$ cat src/rtl/flash_prog_seq.sv
`default_nettype none
// ============================================================================
// Module   : flash_prog_seq
// Brief    : Parallel-NOR byte-program / sector-erase command sequencer with
//            DQ7 data polling, DQ5 retry and poll-count timeout.
// Revision : 1.0
// ============================================================================
module flash_prog_seq #(
    parameter int unsigned WE_CYCLES  = 2,
    parameter logic [15:0] POLL_LIMIT = 16'hFFFF
) (
    input  logic        clk,
    input  logic        reset_n,
    input  logic        start,
    input  logic        op,
    input  logic [18:0] addr,
    input  logic [7:0]  wdata,
    output logic        busy,
    output logic        done,
    output logic        error,
    output logic [18:0] f_addr,
    output logic [7:0]  f_dout,
    input  logic [7:0]  f_din,
    output logic        f_ce_n,
    output logic        f_oe_n,
    output logic        f_we_n
);

    localparam logic [3:0] WE_LAST = 4'(WE_CYCLES - 1);

    typedef enum logic [2:0] {
        IDLE    = 3'd0,
        W_SETUP = 3'd1,
        W_PULSE = 3'd2,
        W_HOLD  = 3'd3,
        P_READ  = 3'd4,
        P_CHECK = 3'd5,
        FINISH  = 3'd6
    } state_t;

    state_t      state_q, state_d;
    logic [2:0]  step_q, step_d;
    logic [3:0]  we_cnt_q, we_cnt_d;
    logic        rd_ph_q, rd_ph_d;
    logic [15:0] poll_cnt_q, poll_cnt_d;
    logic        retry_q, retry_d;
    logic        error_q, error_d;
    logic        op_q, op_d;
    logic [18:0] addr_q, addr_d;
    logic [7:0]  wdata_q, wdata_d;
    logic        dq7_q, dq7_d;
    logic        dq5_q, dq5_d;

    logic [18:0] seq_addr;
    logic [7:0]  seq_data;
    logic [2:0]  last_step;
    logic        poll_hit;
    logic        unused_din;

    assign unused_din = ^{f_din[6], f_din[4:0]};
    assign last_step  = op_q ? 3'd5 : 3'd3;
    assign poll_hit   = (dq7_q == (op_q ? 1'b1 : wdata_q[7]));
    assign error      = error_q;

    // Unlock / command table indexed by step
    always_comb begin
        seq_addr = 19'h00555;
        seq_data = 8'hAA;
        case (step_q)
            3'd1: begin seq_addr = 19'h002AA; seq_data = 8'h55; end
            3'd2: begin seq_addr = 19'h00555; seq_data = op_q ? 8'h80 : 8'hA0; end
            3'd3: begin
                if (!op_q) begin
                    seq_addr = addr_q;
                    seq_data = wdata_q;
                end
            end
            3'd4: begin seq_addr = 19'h002AA; seq_data = 8'h55; end
            3'd5: begin seq_addr = addr_q; seq_data = 8'h30; end
            default: ;
        endcase
    end

    always_comb begin
        state_d    = state_q;
        step_d     = step_q;
        we_cnt_d   = we_cnt_q;
        rd_ph_d    = rd_ph_q;
        poll_cnt_d = poll_cnt_q;
        retry_d    = retry_q;
        error_d    = error_q;
        op_d       = op_q;
        addr_d     = addr_q;
        wdata_d    = wdata_q;
        dq7_d      = dq7_q;
        dq5_d      = dq5_q;
        busy       = 1'b0;
        done       = 1'b0;
        f_ce_n     = 1'b1;
        f_oe_n     = 1'b1;
        f_we_n     = 1'b1;
        f_addr     = '0;
        f_dout     = '0;

        case (state_q)
            IDLE: begin
                if (start) begin
                    op_d       = op;
                    addr_d     = addr;
                    wdata_d    = wdata;
                    error_d    = 1'b0;
                    step_d     = 3'd0;
                    poll_cnt_d = '0;
                    retry_d    = 1'b0;
                    state_d    = W_SETUP;
                end
            end
            W_SETUP: begin
                busy     = 1'b1;
                f_ce_n   = 1'b0;
                f_addr   = seq_addr;
                f_dout   = seq_data;
                we_cnt_d = '0;
                state_d  = W_PULSE;
            end
            W_PULSE: begin
                busy   = 1'b1;
                f_ce_n = 1'b0;
                f_we_n = 1'b0;
                f_addr = seq_addr;
                f_dout = seq_data;
                if (we_cnt_q == WE_LAST) begin
                    state_d = W_HOLD;
                end else begin
                    we_cnt_d = we_cnt_q + 4'd1;
                end
            end
            W_HOLD: begin
                busy   = 1'b1;
                f_ce_n = 1'b0;
                f_addr = seq_addr;
                f_dout = seq_data;
                if (step_q == last_step) begin
                    rd_ph_d = 1'b0;
                    state_d = P_READ;
                end else begin
                    step_d  = step_q + 3'd1;
                    state_d = W_SETUP;
                end
            end
            P_READ: begin
                busy   = 1'b1;
                f_ce_n = 1'b0;
                f_oe_n = 1'b0;
                f_addr = addr_q;
                if (rd_ph_q) begin
                    dq7_d   = f_din[7];
                    dq5_d   = f_din[5];
                    rd_ph_d = 1'b0;
                    state_d = P_CHECK;
                end else begin
                    rd_ph_d = 1'b1;
                end
            end
            P_CHECK: begin
                busy       = 1'b1;
                f_ce_n     = 1'b0;
                f_addr     = addr_q;
                poll_cnt_d = poll_cnt_q + 16'd1;
                // A DQ5 miss earns exactly one confirmation poll before failing
                if (poll_hit) begin
                    state_d = FINISH;
                end else if (retry_q || (poll_cnt_d == POLL_LIMIT)) begin
                    error_d = 1'b1;
                    state_d = FINISH;
                end else begin
                    if (dq5_q) begin
                        retry_d = 1'b1;
                    end
                    state_d = P_READ;
                end
            end
            FINISH: begin
                done    = 1'b1;
                state_d = IDLE;
            end
            default: state_d = IDLE;
        endcase
    end

    always_ff @(posedge clk or negedge reset_n) begin
        if (!reset_n) begin
            state_q    <= IDLE;
            step_q     <= '0;
            we_cnt_q   <= '0;
            rd_ph_q    <= 1'b0;
            poll_cnt_q <= '0;
            retry_q    <= 1'b0;
            error_q    <= 1'b0;
            op_q       <= 1'b0;
            addr_q     <= '0;
            wdata_q    <= '0;
            dq7_q      <= 1'b0;
            dq5_q      <= 1'b0;
        end else begin
            state_q    <= state_d;
            step_q     <= step_d;
            we_cnt_q   <= we_cnt_d;
            rd_ph_q    <= rd_ph_d;
            poll_cnt_q <= poll_cnt_d;
            retry_q    <= retry_d;
            error_q    <= error_d;
            op_q       <= op_d;
            addr_q     <= addr_d;
            wdata_q    <= wdata_d;
            dq7_q      <= dq7_d;
            dq5_q      <= dq5_d;
        end
    end

endmodule
`default_nettype wire

$ cat config.mk
export PLATFORM = sky130hd
export DESIGN_NAME = flash_prog_seq
export DESIGN_NICKNAME = d
export VERILOG_FILES = /design/src/rtl/flash_prog_seq.sv
export SDC_FILE = /design/constraint.sdc
export NUM_CORES = 1
export LEC_CHECK = 0
export ABC_AREA = 1
export CORE_MARGIN = 1.5
export CORE_UTILIZATION = 27
export CTS_BUF_LIST = sky130_fd_sc_hd__clkbuf_4
export DETAILED_ROUTE_END_ITERATION = 7
export GPL_ROUTABILITY_DRIVEN = 0
export HOLD_SLACK_MARGIN = 0.12
export PLACE_DENSITY = 0.46
export SYNTH_ARGS = -nofsm -noshare
export SYNTH_HDL_FRONTEND = slang
export SYNTH_SLANG_ARGS = --single-unit
$ cat constraint.sdc
create_clock -name clk -period 2.5 [get_ports clk]
set_clock_uncertainty 0.15 [all_clocks]
set_input_delay 0.625 -clock clk [delete_from_list [all_inputs] [get_ports clk]]
set_output_delay 0.625 -clock clk [all_outputs]
set_load 0.01 [all_outputs]
Word-level counts from Yosys, hierarchy flattened
Cells that the tools add are included.
{ "totals": {"out_inout_bits": 33, "ff_bits": 59, "elab_cells": 98, "input_bits": 39} }
{ "op_classes": {"reduce_logical": 19, "muxes": 39, "addsub": 3, "eq_ne": 25} }
{ "op_table": {"columns": ["op", "count"], "rows": [
  ["one-hot mux 19 bit (3 select lines)", 1],
  ["one-hot mux 19 bit (2 select lines)", 1],
  ["one-hot mux 16 bit (2 select lines)", 1],
  ["one-hot mux 8 bit (4 select lines)", 1],
  ["2-to-1 mux 3 bit", 7],
  ["inequality test 2 bit, second input constant", 10],
  ["2-to-1 mux 19 bit", 1],
  ["one-hot mux 3 bit (6 select lines)", 1],
  ["adder 16 x 1 -> 16 bit, second input constant", 1],
  ["== test 16 bit, second input constant", 1],
  ["2-to-1 mux 16 bit", 1],
  ["2-to-1 mux 8 bit", 2],
  ["== test 3 bit, second input constant", 5],
  ["2-to-1 mux 1 bit", 14],
  ["== test 3 x 2 -> 1 bit, second input constant", 4],
  ["AND reduction 2 bit", 5],
  ["one-hot mux 4 bit (2 select lines)", 1],
  ["nonzero test 2 bit", 4],
  ["== test 3 x 1 -> 1 bit, second input constant", 2],
  ["2-to-1 mux 6 bit", 1],
  ["one-hot mux 1 bit (2 select lines)", 3],
  ["one-hot mux 3 bit (2 select lines)", 1],
  ["AND reduction 3 bit", 2],
  ["AND reduction 5 bit", 1],
  ["13 further kinds", 15]
]} }

Longest topological paths before layout
Gate-level depths: netlist (run 1).
{ "depth": {"depth_word": 6, "ltp_mapped": 15, "ltp_nobuf": 15} }

Worst setup path after synthesis (run 1)
No wires, ideal clock.
{ "synth_path": {"kind": "flip-flop to output port", "startpoint": "register step_q[0]", "endpoint": "output f_addr[7]", "slack_ns": 0.153, "arrival_time_ns": 1.572, "path_buffers": 2, "t_required_ns": 1.725, "stages_incl_launch_ff": 9, "path_cell_list": "dfrtp_1 > ha_1 > ha_1 > clkbuf_1 > nand2_1 > nand2_1 > a21oi_1 > buf_2 > o21ai_1"} }
{ "synth_via": {"elab_chain_cells": 4, "word_cells_on_any_way": 7, "classes_between": "4 x eq/ne; 2 x mux; 1 x reduce/logical"} }
{ "synth_rtl": {"columns": ["element", "line", "rtl"], "rows": [
  ["start: declaration", "42", "logic [2:0] step_q, step_d;"],
  ["start signal: assignment", "207", "step_q <= step_d;"],
  ["== test 3 bit or == test 3 x 1 -> 1 bit (tied branches)", "69", "case (step_q)"],
  ["OR reduction 2 bit (no source line)", null, null],
  ["one-hot mux 19 bit (3 select lines) *", "69", null],
  ["one-hot mux 19 bit (2 select lines) *", "105", "case (state_q)"],
  ["end: declaration", "21", "output logic [18:0] f_addr,"]
]} }
Mark *: on every way between the ends. The rest lies on a longest branch, timed or not.

Worst setup path in the final report (run 1)
{ "layout_path": {"startpoint": "register step_q[1]", "endpoint": "output f_addr[1]"} }
Same word-level chain as after synthesis.

==> results of run 1 <==
-- worst register-to-register path, stage by stage (launching register included) --
cell,delay [ns]
sky130_fd_sc_hd__dfrtp_1,0.43
sky130_fd_sc_hd__ha_1,0.30
sky130_fd_sc_hd__nand3_1,0.18
sky130_fd_sc_hd__o21bai_1,0.16
sky130_fd_sc_hd__nand2_1,0.10
sky130_fd_sc_hd__nor2_1,0.13
sky130_fd_sc_hd__nand3_1,0.10
sky130_fd_sc_hd__nor2_2,0.14
sky130_fd_sc_hd__nand2_2,0.08
sky130_fd_sc_hd__nand3_2,0.06
sky130_fd_sc_hd__nand2_1,0.06
sky130_fd_sc_hd__nand2_1,0.06
sky130_fd_sc_hd__nand2_1,0.05
sky130_fd_sc_hd__nand2_1,0.06
-- routing by layer --
| metal | up-vias | wire length, µm |
|---|---|---|
| met2 | 52 | 4490 |
| met1 | 1496 | 4200 |
| li1 | 1651 | - |
| met5 | - | 0 |
| met3 | 12 | 321 |
| met4 | 0 | 159 |
-- path summary, 6_finish.rpt --
check,depth (start not counted),endpoint
min,2,wdata_q[3]
max in group asynchronous,3,step_q[0]
max reg2reg,13,state_q[1]
max,9,f_addr[1]
min reg2reg,2,wdata_q[3]
min in group asynchronous,2,addr_q[8]
-- where the power goes --
part,total (mW),internal [mW],switching [mW]
clock,0.899,0.504,0.395
sequential,1.43,1.27,0.157
combinational,2.80,1.22,1.58
-- repair_timing --
item	in CTS	in global routing
endpoints found under the setup margin	32	30
endpoints found under the hold margin	21	0
pin swaps	9	14
cloned	1	0
hold buffers	1	0
setup buffers	6	3
gates resized for setup	157	51
-- through the flow --
stage / util [%] / power (mW) / hold WS (ns) / setup WS, ns
final: 39.9 / 5.12 / 0.333 / -0.252
after global routing: 39.9 / 5.58 / 0.365 / -0.365
after CTS: 38.6 / 4.93 / 0.333 / -0.285
after detailed placement: 36.6 / 3.99 / 0.306 / -0.315
after global placement: 36.6 / 3.97 / 0.302 / -0.290
after floorplan: - / 2.68 / 0.179 / 0.153
-- flip-flops by register name, summed over array words and instances, names as in the netlist --
name        count
wdata_q         8
error           1
op_q            1
retry_q         1
poll_cnt_q     16
state_q         3
step_q          3
rd_ph_q         1
dq5_q           1
dq7_q           1
addr_q         19
we_cnt_q        4
-- final cells by class --
type	count	share of cell area, %
clock buffer	9	1.40
multi-input combinational	310	37.2
clock inverter	7	2.42
inverter	72	5.61
antenna	1	0.0520
sequential	59	30.7
timing repair buffer	105	18.3
tap	168	4.36
-- cells by family (layout without fill, tap and decap cells) --
family	count (synthesis)	after routing	share of synthesized area, %
other	0	1	0
and+or+nand+nor	216	216	28.4
buffers and inverters	82	193	9.33
muxes	1	1	0.337
AOI/OAI and AO/OA	78	78	12.5
adders and majority gates	12	12	4.50
DFF	59	59	44.2
xor gates and xnor gates	3	3	0.787
-- placed cells by master, fill, tap and decap left out, types with 2 or more instances in the layout --
cell type / synthesis / final
sky130_fd_sc_hd__clkinv_2: 0 / 2
sky130_fd_sc_hd__nand2_4: 0 / 4
sky130_fd_sc_hd__ha_1: 12 / 7
sky130_fd_sc_hd__o21ai_2: 0 / 12
sky130_fd_sc_hd__nand4_1: 5 / 5
sky130_fd_sc_hd__nand2_2: 7 / 15
sky130_fd_sc_hd__a21oi_2: 0 / 2
sky130_fd_sc_hd__dlygate4sd2_1: 0 / 4
sky130_fd_sc_hd__clkbuf_4: 0 / 9
sky130_fd_sc_hd__dfrtp_1: 59 / 58
sky130_fd_sc_hd__clkdlybuf4s50_1: 0 / 32
sky130_fd_sc_hd__nor3_1: 3 / 2
sky130_fd_sc_hd__o22ai_1: 7 / 7
sky130_fd_sc_hd__nand3_1: 27 / 26
sky130_fd_sc_hd__inv_1: 66 / 60
sky130_fd_sc_hd__nand2_1: 126 / 114
sky130_fd_sc_hd__bufinv_16: 0 / 3
sky130_fd_sc_hd__nor3_2: 1 / 2
sky130_fd_sc_hd__inv_2: 6 / 12
sky130_fd_sc_hd__nor2_4: 3 / 6
sky130_fd_sc_hd__buf_2: 3 / 23
sky130_fd_sc_hd__buf_6: 0 / 13
sky130_fd_sc_hd__a21oi_1: 5 / 2
sky130_fd_sc_hd__nor2_1: 35 / 27
sky130_fd_sc_hd__o21ai_1: 4 / 3
sky130_fd_sc_hd__nor2_2: 5 / 10
sky130_fd_sc_hd__buf_4: 0 / 29
sky130_fd_sc_hd__nand3_2: 2 / 3
sky130_fd_sc_hd__a31oi_1: 2 / 2
sky130_fd_sc_hd__ha_4: 0 / 5
sky130_fd_sc_hd__o21ai_0: 55 / 44
sky130_fd_sc_hd__xor2_1: 2 / 2
==> flow_summary.html, run 1 <==
<table>
<tr><th>Metric</th><th>Value</th></tr>
<tr><th colspan="2">Run status</th></tr>
<tr><td>Outcome</td><td>finished, violations left</td></tr>
<tr><td>Violations in the final reports</td><td>setup timing</td></tr>
<tr><th colspan="2">Setup path</th></tr>
<tr><td>Type of destination of the critical path</td><td>output pin</td></tr>
<tr><td>Crit-path cells</td><td>buf_6 -&gt; ha_4 -&gt; ha_4 -&gt; nand2_2 -&gt; nand2_2 -&gt; a21oi_4 -&gt; buf_6 -&gt; o21ai_2 -&gt; buf_2</td></tr>
<tr><td>Kind of launch point of the worst setup path</td><td>flip-flop</td></tr>
<tr><td>Reg-to-reg critical path startpoint</td><td>poll_cnt_q[1]</td></tr>
<tr><td>Critical path's slowest cell</td><td>sky130_fd_sc_hd__dfrtp_1</td></tr>
<tr><td>Maximum fanout along the worst path</td><td>7</td></tr>
<tr><td>Critical Path Source</td><td>step_q[1]</td></tr>
<tr><td>Arrival time of data at the critical path endpoint</td><td>1.98 ns</td></tr>
<tr><td>Critical path start-end classification</td><td>flip-flop to output pin</td></tr>
<tr><td>Family with the most delay on the worst path</td><td>buffers and inverters</td></tr>
<tr><td>R2R Setup Slk</td><td>0.40 ns</td></tr>
<tr><td>Bufs and invs on worst path</td><td>3</td></tr>
<tr><td>Largest stage delay on the critical path</td><td>0.41 ns</td></tr>
<tr><td>WP data required</td><td>1.73 ns</td></tr>
<tr><th colspan="2">Timing</th></tr>
<tr><td>Final number of hold-violating endpoints</td><td>0</td></tr>
<tr><td>Post-layout worst setup margin</td><td>-0.252 ns</td></tr>
<tr><td>Final period utilization</td><td>110%</td></tr>
<tr><td>Worst rel slew slack</td><td>64.0%</td></tr>
<tr><td>Setup total negative slack</td><td>-5.43 ns</td></tr>
<tr><td>Final setup vio count</td><td>27</td></tr>
<tr><td>Transition time at the pin with the least slew margin</td><td>0.540 ns</td></tr>
<tr><td>Achievable Freq</td><td>363 MHz</td></tr>
<tr><td>Min cycle time layout</td><td>2.75 ns</td></tr>
<tr><td>RSZ-0062 raised after global routing</td><td>true</td></tr>
<tr><td>Count of final max-slew check failures</td><td>0</td></tr>
<tr><th colspan="2">Placement</th></tr>
<tr><td>DP HPWL</td><td>6740 µm</td></tr>
<tr><td>Area after DPL</td><td>4410 µm²</td></tr>
<tr><td>Port bufs</td><td>65</td></tr>
<tr><td>Placed cell count</td><td>approximately 710</td></tr>
<tr><th colspan="2">Die</th></tr>
<tr><td>Ports placed on the boundary</td><td>72</td></tr>
<tr><td>Die span in y</td><td>114 µm</td></tr>
<tr><td>Standard-cell rows</td><td>40</td></tr>
<tr><td>Floorplan die width</td><td>between 100 and 150 µm</td></tr>
<tr><td>Die footprint</td><td>13000 µm²</td></tr>
<tr><td>Initial Utilization</td><td>27.7%</td></tr>
<tr><td>Area inside the core boundary</td><td>12100 µm²</td></tr>
<tr><th colspan="2">Routing</th></tr>
<tr><td>Routed via count divided by cell count</td><td>4.39</td></tr>
<tr><td>DRC violation count after routing</td><td>0</td></tr>
<tr><td>Final WL</td><td>about 9200 µm</td></tr>
<tr><td>Via count</td><td>approximately 3200</td></tr>
<tr><td>Antenna Nets Post-Route</td><td>0</td></tr>
<tr><td>Starting DRT DRC Count</td><td>167</td></tr>
<tr><td>Initial DRT Pass Iterations</td><td>5</td></tr>
<tr><td>Wire length per cell</td><td>12.5 µm</td></tr>
<tr><th colspan="2">Clock tree</th></tr>
<tr><td>Reg clk slew, reported paths</td><td>around 0.10 ns</td></tr>
<tr><td>Number of buffers inserted during clock tree synthesis</td><td>9</td></tr>
<tr><td>CTS Root Buffer Type</td><td>sky130_fd_sc_hd__clkbuf_4</td></tr>
<tr><td>TritonCTS clock tree</td><td>built</td></tr>
<tr><td>Clock sinks</td><td>~60</td></tr>
<tr><td>CTS H-tree depth</td><td>3</td></tr>
<tr><td>Worst skew pair latency</td><td>0.43 ns</td></tr>
<tr><td>Worst-case clock buffer depth</td><td>2</td></tr>
<tr><th colspan="2">Global routing</th></tr>
<tr><td>Global-route congestion overflow total</td><td>0</td></tr>
<tr><td>Global Route met3 Usage</td><td>3.76%</td></tr>
<tr><td>Antenna violations before repair</td><td>0</td></tr>
<tr><td>Wire length of the first global-routing pass</td><td>about 16000 µm</td></tr>
<tr><td>Most Crowded Layer GR</td><td>met2</td></tr>
<tr><td>Maximum number of pins on one net before global-route repair</td><td>between 50 and 60</td></tr>
<tr><td>Vias in the first global route</td><td>3274</td></tr>
<tr><td>Global-route usage over all layers</td><td>15.3%</td></tr>
<tr><td>Global routing usage on met1</td><td>19.7%</td></tr>
<tr><td>Met2 demand-to-capacity share in global routing</td><td>24.9%</td></tr>
<tr><th colspan="2">Pwr</th></tr>
<tr><td>Peak ir drop on the vdd network</td><td>0.000568 V</td></tr>
<tr><td>Cell leakage power</td><td>2.27 nW</td></tr>
<tr><td>Power per unit of standard cell area</td><td>1060 nW/µm²</td></tr>
<tr><th colspan="2">Yosys</th></tr>
<tr><td>Predominant post-synthesis flop cell</td><td>sky130_fd_sc_hd__dfrtp_1</td></tr>
<tr><td>Count of warnings emitted by yosys</td><td>0</td></tr>
<tr><td>Mapped cell area</td><td>~3300 µm²</td></tr>
<tr><td>Share of flip-flops with an asynchronous set or reset</td><td>100%</td></tr>
<tr><td>Largest area contributor in the synthesized netlist</td><td>sky130_fd_sc_hd__dfrtp_1</td></tr>
<tr><td>Cells after synthesis</td><td>451</td></tr>
<tr><td>Number of register bits inferred by synthesis</td><td>59</td></tr>
<tr><td>Dominant cells by area after synthesis</td><td>sky130_fd_sc_hd__dfrtp_1 44%, sky130_fd_sc_hd__nand2_1 14%, sky130_fd_sc_hd__o21ai_0 8.2%</td></tr>
<tr><td>Top cell type's share of synthesized area</td><td>44.2%</td></tr>
<tr><td>EDFF count, synth</td><td>0</td></tr>
<tr><td>Mapped Avg Cell Area</td><td>about 7.4 µm²</td></tr>
<tr><td>Most used standard cell by instance count after synthesis</td><td>sky130_fd_sc_hd__nand2_1</td></tr>
<tr><td>Distinct cells, synth</td><td>31</td></tr>
<tr><td>Sequential element share of the synthesized area</td><td>44.2%</td></tr>
<tr><td>Synth Net Count</td><td>between 500 and 600</td></tr>
<tr><td>Commonest cells in the synthesized netlist</td><td>126 x sky130_fd_sc_hd__nand2_1, 66 x sky130_fd_sc_hd__inv_1, 59 x sky130_fd_sc_hd__dfrtp_1, 55 x sky130_fd_sc_hd__o21ai_0, 35 x sky130_fd_sc_hd__nor2_1</td></tr>
<tr><th colspan="2">Cells and area</th></tr>
<tr><td>Fraction of final layout cells sized beyond drive strength 1</td><td>~28%</td></tr>
<tr><td>Area taken by flip-flops and latches</td><td>1480 µm²</td></tr>
<tr><td>Number of fill cells</td><td>1277</td></tr>
<tr><td>Final std cells w/o fill</td><td>between 700 and 800</td></tr>
<tr><td>Final design area excluding fillers</td><td>4820 µm²</td></tr>
<tr><td>Area occupied by multi-input gates</td><td>1790 µm²</td></tr>
<tr><td>Area grow syn2layout</td><td>44.2%</td></tr>
<tr><td>Final net count</td><td>608</td></tr>
<tr><th colspan="2">Run</th></tr>
<tr><td>Max-capacitance violation count</td><td>0</td></tr>
<tr><th colspan="2">Min path</th></tr>
<tr><td>Type of the worst min-delay path</td><td>flip-flop to flip-flop</td></tr>
<tr><td>Worst hold path startpoint</td><td>wdata_q[3]</td></tr>
</table>
Note: power is estimated with default switching activity, not from simulation.
==> run 2, diff against run 1 <==
--- a/config.mk
+++ b/config.mk
@@ -6,13 +6,15 @@
 export NUM_CORES = 1
 export LEC_CHECK = 0
 export ABC_AREA = 1
+export CAP_MARGIN = 20
 export CORE_MARGIN = 1.5
-export CORE_UTILIZATION = 27
+export CORE_UTILIZATION = 53
 export CTS_BUF_LIST = sky130_fd_sc_hd__clkbuf_4
 export DETAILED_ROUTE_END_ITERATION = 7
 export GPL_ROUTABILITY_DRIVEN = 0
 export HOLD_SLACK_MARGIN = 0.12
-export PLACE_DENSITY = 0.46
+export PLACE_DENSITY = 0.81
+export SKIP_LAST_GASP = 1
 export SYNTH_ARGS = -nofsm -noshare
 export SYNTH_HDL_FRONTEND = slang
 export SYNTH_SLANG_ARGS = --single-unit
==> run 2 against run 1 <==
  * Combinational power up 5%
  * Core utilization up 38 points
  * Sequential power about the same
  * Sequential share of layout area up 0.89 points
  * Critical path depth up 2
  * Cell area down 2.8%
  * Highest routed layer unchanged
  * The flow still finishes with violations (setup timing)
  * Die area down 48%
  * Critical path type unchanged
  * Routed wire length up 8.5%
==> flow_summary.html, run 2 (synthesized netlist as in run 1, its figures left out) <==
<table>
<tr><th>Metric</th><th>Value</th></tr>
<tr><th colspan="2">Die</th></tr>
<tr><td>Ports placed on the boundary</td><td>72</td></tr>
<tr><td>Die footprint</td><td>6790 µm²</td></tr>
<tr><td>Initial Utilization</td><td>55.7%</td></tr>
<tr><td>Die span in y</td><td>82.4 µm</td></tr>
<tr><td>Standard-cell rows</td><td>28</td></tr>
<tr><td>Floorplan die width</td><td>82.4 µm</td></tr>
<tr><td>Area inside the core boundary</td><td>5990 µm²</td></tr>
<tr><th colspan="2">Placement</th></tr>
<tr><td>Port bufs</td><td>65</td></tr>
<tr><td>Post-placement worst setup slack</td><td>-0.303 ns</td></tr>
<tr><td>DP HPWL</td><td>6060 µm</td></tr>
<tr><th colspan="2">Pwr</th></tr>
<tr><td>Cell leakage power</td><td>between 2 and 2.5 nW</td></tr>
<tr><td>Sequential group share of total power</td><td>27.9%</td></tr>
<tr><td>Net switching share of the total power</td><td>a little over two fifths</td></tr>
<tr><td>Switching pwr</td><td>2.25 mW</td></tr>
<tr><td>Power per unit of standard cell area</td><td>1100 nW/µm²</td></tr>
<tr><td>Combinational cell fraction of total power</td><td>56.8%</td></tr>
<tr><td>Total power</td><td>~5.2 mW</td></tr>
<tr><td>Proportion of power drawn by the clock network</td><td>15.3%</td></tr>
<tr><td>Peak ir drop on the vdd network</td><td>about 0.00098 V</td></tr>
<tr><td>Internal power</td><td>slightly below 3 mW</td></tr>
<tr><th colspan="2">Routing</th></tr>
<tr><td>Initial DRT Pass Iterations</td><td>5</td></tr>
<tr><td>Wire length per cell</td><td>between 15 and 20 µm</td></tr>
<tr><td>Final WL</td><td>about 9900 µm</td></tr>
<tr><td>Routed via count divided by cell count</td><td>~5.4</td></tr>
<tr><td>Starting DRT DRC Count</td><td>264</td></tr>
<tr><td>Via count</td><td>3496</td></tr>
<tr><td>DRC violation count after routing</td><td>0</td></tr>
<tr><td>Antenna Nets Post-Route</td><td>0</td></tr>
<tr><th colspan="2">Timing</th></tr>
<tr><td>Minimum hold slack</td><td>0.333 ns</td></tr>
<tr><td>Post-layout worst setup margin</td><td>-0.309 ns</td></tr>
<tr><td>Achievable Freq</td><td>356 MHz</td></tr>
<tr><td>Setup total negative slack</td><td>-6.23 ns</td></tr>
<tr><td>Final setup vio count</td><td>28</td></tr>
<tr><td>Min cycle time layout</td><td>2.81 ns</td></tr>
<tr><td>Final number of hold-violating endpoints</td><td>0</td></tr>
<tr><td>Count of final max-slew check failures</td><td>0</td></tr>
<tr><td>Worst rel slew slack</td><td>about 67%</td></tr>
<tr><td>Transition time at the pin with the least slew margin</td><td>0.494 ns</td></tr>
<tr><td>RSZ-0062 raised after global routing</td><td>true</td></tr>
<tr><td>Final period utilization</td><td>112%</td></tr>
<tr><th colspan="2">Global routing</th></tr>
<tr><td>Global-route usage over all layers</td><td>approximately 29%</td></tr>
<tr><td>Antenna violations before repair</td><td>0</td></tr>
<tr><td>Global-route congestion overflow total</td><td>0</td></tr>
<tr><td>Vias in the first global route</td><td>between 3000 and 4000</td></tr>
<tr><td>Wire length of the first global-routing pass</td><td>14700 µm</td></tr>
<tr><td>Maximum number of pins on one net before global-route repair</td><td>60</td></tr>
<tr><th colspan="2">Cells and area</th></tr>
<tr><td>Number of fill cells</td><td>between 300 and 400</td></tr>
<tr><td>Most common cell after layout, fill and taps aside</td><td>sky130_fd_sc_hd__nand2_1</td></tr>
<tr><td>Largest registers</td><td>addr_q (19), poll_cnt_q (16), wdata_q (8)</td></tr>
<tr><td>Final net count</td><td>615</td></tr>
<tr><td>Final antenna diode count</td><td>0</td></tr>
<tr><td>Fraction of final layout cells sized beyond drive strength 1</td><td>roughly 28%</td></tr>
<tr><td>Max reg flops</td><td>19</td></tr>
<tr><td>Commonest cells after routing, fill and taps aside</td><td>114 x sky130_fd_sc_hd__nand2_1, 58 x sky130_fd_sc_hd__inv_1, 58 x sky130_fd_sc_hd__dfrtp_1, 43 x sky130_fd_sc_hd__o21ai_0, 36 x sky130_fd_sc_hd__buf_4</td></tr>
<tr><td>Register with the most flip-flops</td><td>addr_q</td></tr>
<tr><td>Area grow syn2layout</td><td>40.2%</td></tr>
<tr><th colspan="2">Setup path</th></tr>
<tr><td>WP data required</td><td>1.73 ns</td></tr>
<tr><td>Maximum fanout along the worst path</td><td>6</td></tr>
<tr><td>Worst R2R End</td><td>state_q[1]</td></tr>
<tr><td>R2R Setup Slk</td><td>0.38 ns</td></tr>
<tr><td>Reg-to-reg critical path startpoint</td><td>poll_cnt_q[1]</td></tr>
<tr><td>Critical path start-end classification</td><td>flip-flop to output pin</td></tr>
<tr><td>Arrival time of data at the critical path endpoint</td><td>around 2 ns</td></tr>
<tr><td>Kind of launch point of the worst setup path</td><td>flip-flop</td></tr>
<tr><td>Number of cell instances on the worst register-to-register path</td><td>14</td></tr>
<tr><td>Type of destination of the critical path</td><td>output pin</td></tr>
<tr><th colspan="2">Min path</th></tr>
<tr><td>Worst-case hold path end point</td><td>wdata_q[7]</td></tr>
<tr><td>Type of the worst min-delay path</td><td>flip-flop to flip-flop</td></tr>
<tr><td>Worst Hold Depth</td><td>2</td></tr>
<tr><td>Worst hold path startpoint</td><td>wdata_q[7]</td></tr>
<tr><th colspan="2">Clock tree</th></tr>
<tr><td>Reg clk slew, reported paths</td><td>0.10 ns</td></tr>
<tr><td>Clock sinks</td><td>59</td></tr>
<tr><td>Worst skew pair latency</td><td>0.42 ns</td></tr>
<tr><td>CTS Root Buffer Type</td><td>sky130_fd_sc_hd__clkbuf_4</td></tr>
<tr><td>Worst-case clock buffer depth</td><td>2</td></tr>
<tr><td>CTS H-tree depth</td><td>3</td></tr>
<tr><td>Number of buffers inserted during clock tree synthesis</td><td>9</td></tr>
<tr><td>TritonCTS clock tree</td><td>built</td></tr>
<tr><th colspan="2">Run status</th></tr>
<tr><td>Violations in the final reports</td><td>setup timing</td></tr>
<tr><td>Outcome</td><td>finished, violations left</td></tr>
<tr><th colspan="2">Run</th></tr>
<tr><td>Max-capacitance violation count</td><td>0</td></tr>
</table>
run 2: cell types whose count changed in the layout (fill, tap and decap cells not counted), sizes merged:
cell / change
dlygate4sd2: -2
clkdlybuf4s15: -1
buf: +8
diode: -1
clkbuf: +1
dlymetal6s2s: +2
bufinv: -1
run 2: worst max-delay path by stage:
stage                         start   endpoint  slack [ns]
after CTS                 step_q[0]  f_addr[1]       -0.23
after floorplan           step_q[0]  f_addr[7]        0.15
after detailed placement  step_q[0]  f_addr[4]       -0.30
after global placement    step_q[0]  f_addr[4]       -0.24
final                     step_q[1]  f_addr[4]       -0.31
after global routing      step_q[1]  f_addr[1]       -0.37
run 2: through the flow:
step                      cell area, µm²  utilization (%)  cells
final                               4680             78.1    644
after floorplan                     3340                -    451
after global routing                4680             78.1    644
after detailed placement            4290             71.6    613
after CTS                           4500             75.1    636
after global placement              4290             71.6    613
run 2: worst max-delay path: stages (launching register included):
cell and delay (ns):
sky130_fd_sc_hd__dfrtp_1 0.45, sky130_fd_sc_hd__inv_2 0.11, sky130_fd_sc_hd__ha_4 0.19, sky130_fd_sc_hd__nand2_2 0.07
sky130_fd_sc_hd__nand2_2 0.06, sky130_fd_sc_hd__inv_2 0.09, sky130_fd_sc_hd__nand2_4 0.06, sky130_fd_sc_hd__nor2_4 0.10
sky130_fd_sc_hd__o21bai_4 0.14, sky130_fd_sc_hd__nand2_4 0.10, sky130_fd_sc_hd__o21ai_1 0.09, sky130_fd_sc_hd__buf_2 0.15
run 2: layout make-up:
class | count | area (µm²) | area share [%]
inverters | 72 | 273 | 5.83
multi-input cells | 310 | 1750 | 37.4
repair buffers | 112 | 928 | 19.8
well taps | 75 | 93.8 | 2.00
flip-flops and latches | 59 | 1480 | 31.6
clock buffers | 10 | 75.1 | 1.60
clock inverters | 6 | 80.1 | 1.71
run 2: power by group through the flow:
stage	clock [mW]	combinational [mW]	sequential [mW]
6_report	0.790	2.94	1.44
2_1_floorplan	0	1.26	1.42
3_5_place_dp	0	2.53	1.43
5_1_grt	0.830	3.19	1.47
4_1_cts	0.786	2.53	1.42
3_3_place_gp	0	2.46	1.42
run 2: per-layer routing:
layer | share of wire (%) | GRT usage [%]
met5 | 0 | 0
met2 | 51 | 49.7
met4 | 3.6 | 13.4
met3 | 6.2 | 6.81
met1 | 39 | 34.0
run 2: what timing repair did:
item | in CTS | in global routing
setup endpoints to repair | 31 | 30
gates cloned | 1 | 0
hold endpoints to repair | 59 | 0
resized for setup | 161 | 42
pin swaps | 13 | 18
hold buffers | 1 | 0
setup buffers | 6 | 11
==> patch, RTL diff (config.mk and constraints of run 2) <==
Register the inputs `start`, `op`, `addr`, `wdata` and `f_din` before use, with the module's reset. The logic sees them one clock later.
--- a/src/rtl/flash_prog_seq.sv
+++ b/src/rtl/flash_prog_seq.sv
@@ -40,2 +40,24 @@
 
+    logic start_q;
+    logic op_r;
+    logic [18:0] addr_r;
+    logic [7:0] wdata_r;
+    logic [7:0] f_din_q;
+
+    always_ff @(posedge clk or negedge reset_n) begin
+        if (!reset_n) begin
+            start_q <= '0;
+            op_r    <= '0;
+            addr_r  <= '0;
+            wdata_r <= '0;
+            f_din_q <= '0;
+        end else begin
+            start_q <= start;
+            op_r    <= op;
+            addr_r  <= addr;
+            wdata_r <= wdata;
+            f_din_q <= f_din;
+        end
+    end
+
     state_t      state_q, state_d;
@@ -59,3 +81,3 @@
 
-    assign unused_din = ^{f_din[6], f_din[4:0]};
+    assign unused_din = ^{f_din_q[6], f_din_q[4:0]};
     assign last_step  = op_q ? 3'd5 : 3'd3;
@@ -106,6 +128,6 @@
             IDLE: begin
-                if (start) begin
-                    op_d       = op;
-                    addr_d     = addr;
-                    wdata_d    = wdata;
+                if (start_q) begin
+                    op_d       = op_r;
+                    addr_d     = addr_r;
+                    wdata_d    = wdata_r;
                     error_d    = 1'b0;
@@ -156,4 +178,4 @@
                 if (rd_ph_q) begin
-                    dq7_d   = f_din[7];
-                    dq5_d   = f_din[5];
+                    dq7_d   = f_din_q[7];
+                    dq5_d   = f_din_q[5];
                     rd_ph_d = 1'b0;
Formal check against the unedited RTL: not equivalent (Yosys sat finds a counterexample within 4 cycles, from zero or initial values and one cycle with reset_n low).
==> patch against run 2 <==
Count of clock-buffer cells in the layout did not move. Worst setup slack better by 0.044 ns. Power is 3.9% higher. Synthesized cell count is 8.6% higher. Largest power group unchanged. Global-route usage fell by 3.7 points. Sequential cell count up 31. Combinational power fell by 8.2%. Synthesized area up 23%. Design area rose by 16%. Routed wire length increased by 1.1%. The flow still finishes with violations (negative setup slack). Sequential power rose by 36%. Critical path type unchanged. Critical path depth decreased by 4. Worst hold slack got worse by 0.025 ns.
==> patch: results (changes against run 2) <==
| Metric | Value |
|---|---|
| Outcome | finished with violations |
| Violated checks | negative setup slack |
| Most numerous cell in the Yosys netlist | nand2_1 |
| Setup ws final | -0.2656 ns (+0.04362 ns) |
| Proportion of synthesized chip area in sequential cells | 0.5498 (+0.1077) |
| Worst supply voltage drop on vdd | 0.0005209 V (-47%) |
| Number of CTS-inserted buffers | 9 (unchanged) |
| Critical path data arrival time | 1.99 ns (-0.04 ns) |
| Root Buffer Master | clkbuf_4 |
| Number of antenna violations at the first check in global routing | 0 (unchanged) |
| Gr usage total | 0.2520 (-0.03708) |
| Global-route wire length before repair | 16.43 mm (+12%) |
| Number of cells traversed by the worst register-to-register path | 8 (-6) |
| Startpoint of the lowest-slack register-to-register path | state_q[1] |
| Endpoint of the most critical register-to-register path | poll_cnt_q[14] |
| Minimum setup slack among reg-to-reg paths | between 0.3 and 0.4 ns |
| Leakage | 2.510 nW (+9.2%) |
| Total number of vias | 3,658 (+4.6%) |
| Pre-CTS setup slack | -0.4098 ns (-0.1066 ns) |
| Measured slew at the worst slew-check pin | 0.5005 ns (+0.006131 ns) |
| Clock tree buffer depth | 2 (unchanged) |
| Prevailing post-synth register cell | dfrtp_1 |
| Synthesized Nets | 538 (+7.2%) |
| Top cells by area, synth | dfrtp_1 (55%), nand2_1 (12%), o21ai_0 (6.2%), inv_1 (5.8%), nor2_1 (4.1%) |
| Registers with the most flip-flops | addr_q (19), addr_r (19), poll_cnt_q (16) |
| Placed Cells incl. Taps | 670 (+9.3%) |
| Final antenna diode count | 0 (unchanged) |
| Filler cell count in the final layout | 509 (+36%) |
| Vias in the first global route | 3,615 (+8.6%) |
| Post-Synthesis Cells | 490 (+8.6%) |
| Crit-path max FO | 4 (-2) |
| Start point of the critical path | step_q[1] |
| Ys async rst share | 1.000 (unchanged) |
| Clock edge transition at the registers on the reported setup and hold paths | 0.15 ns (+0.05 ns) |
| Fraction of layout cells with a size suffix above 1 | 0.2475 (-0.02845) |
| Post-synth top cells | nand2_1 (130), dfrtp_1 (90), inv_1 (63) |
| Number of warnings reported in the yosys synthesis log | 0 (unchanged) |
| Total number of H-tree levels | 3 (unchanged) |
| CP top delay family | flip-flops |
| Max-cap check violation count | 0 (unchanged) |
| Number of failing setup endpoints in the final timing report | 28 (unchanged) |
| Slowest-stage cell, CP | dfrtp_1 |
| Depth of the worst hold-timing path | 2 (unchanged) |
| Hold/Removal Path Class | reg -> reg |
| First-pass iteration count of the detailed router | 5 (unchanged) |
| Average via count per standard cell | 5.278 (-2.8%) |
| Number of distinct library cells after synthesis | 26 (-16%) |
| Largest net degree at the start of global routing | 57 (-5.0%) |
| PortBufs | 65 (unchanged) |
| Net total in the final layout | 638 (+3.7%) |
| Max incr delay on CP | 0.45 ns (about the same) |
| Detailed router's first-iteration violation count | 254 (-3.8%) |
| Hold Startpoint | wdata_r[2] |
| Hold worst-path end | wdata_q[2] |
| DP Wirelength | 6.501 mm (+7.2%) |
| Skew-Pair Late Insertion Delay | 0.44 ns (+0.02 ns) |
| Post-Route WL | 10.06 mm (+1.1%) |
patch: layout make-up:
class / instances / area, sq um / share of cell area
flip-flops and latches: 90 / 2252 / 0.4135
multi-input cells: 321 / 1837 / 0.3372
repair buffers: 100 / 858.3 / 0.1576
inverters: 68 / 260.3 / 0.04778
well taps: 99 / 123.9 / 0.02274
clock buffers: 10 / 75.07 / 0.01378
clock inverters: 5 / 40.04 / 0.007351
patch: layer usage:
layer | global-route usage | vias up | wire length [um]
li1 | - | 1751 | -
met5 | 0 | - | 0
met3 | 0.05808 | 33 | 570
met1 | 0.3045 | 1740 | 4051
met2 | 0.4317 | 134 | 5117
met4 | 0.1068 | 0 | 318
patch: worst register-to-register path: cells and delay by family (launching register included):
| kind | cells | cell delay [ns] |
|---|---|---|
| AO/OA/AOI/OAI | 1 | 0.17 |
| buffers and inverters | 4 | 0.50 |
| flip-flops | 1 | 0.45 |
| AND/OR/NAND/NOR | 3 | 0.70 |
patch: power breakdown:
part,total (mW),switching (mW),internal [mW],leakage [nW]
sequential,1.96,0.200,1.76,1.13
combinational,2.70,1.60,1.10,1.32
clock,0.708,0.493,0.215,0.0551
patch: stage by stage:
| stage | area (sq um) | TNS (ns) | hold WS [ns] | total power, mW |
|---|---|---|---|---|
| floorplan | 4096 | 0 | 0.1794 | 3.067 |
| global placement | 5040 | -6.371 | 0.2710 | 4.231 |
| detailed placement | 5040 | -8.288 | 0.2764 | 4.315 |
| CTS | 5338 | -5.486 | 0.3069 | 5.106 |
| global route | 5446 | -8.957 | 0.3336 | 5.729 |
| finish | 5446 | -6.232 | 0.3074 | 5.369 |
patch: repair_timing:
item	4_1_cts	5_1_grt
buffers inserted	5	3
endpoints found under the hold margin	34	0
hold buffers	1	0
gates resized for setup	196	25
pin swaps	17	13
endpoints found under the setup margin	32	30
patch: how the worst max path moves through the flow:
| stage | to | slack, ns | cells after the start |
|---|---|---|---|
| floorplan | f_addr[3] | 0.20 | 7 |
| detailed placement | f_addr[8] | -0.41 | 7 |
| finish | f_dout[5] | -0.27 | 7 |
| CTS | f_addr[1] | -0.26 | 8 |
| global route | f_dout[5] | -0.37 | 7 |
| global placement | f_addr[0] | -0.32 | 7 |
patch: logic make-up (layout without fill, tap and decap cells):
family / count (synthesis) / after routing / share of synthesized area
adders and majority gates: 9 / 9 / 0.02749
and+or+nand+nor: 229 / 229 / 0.2398
buffers and inverters: 79 / 183 / 0.07605
AOI/OAI and AO/OA: 81 / 81 / 0.1026
xor gates and xnor gates: 2 / 2 / 0.004277
DFF: 90 / 90 / 0.5498
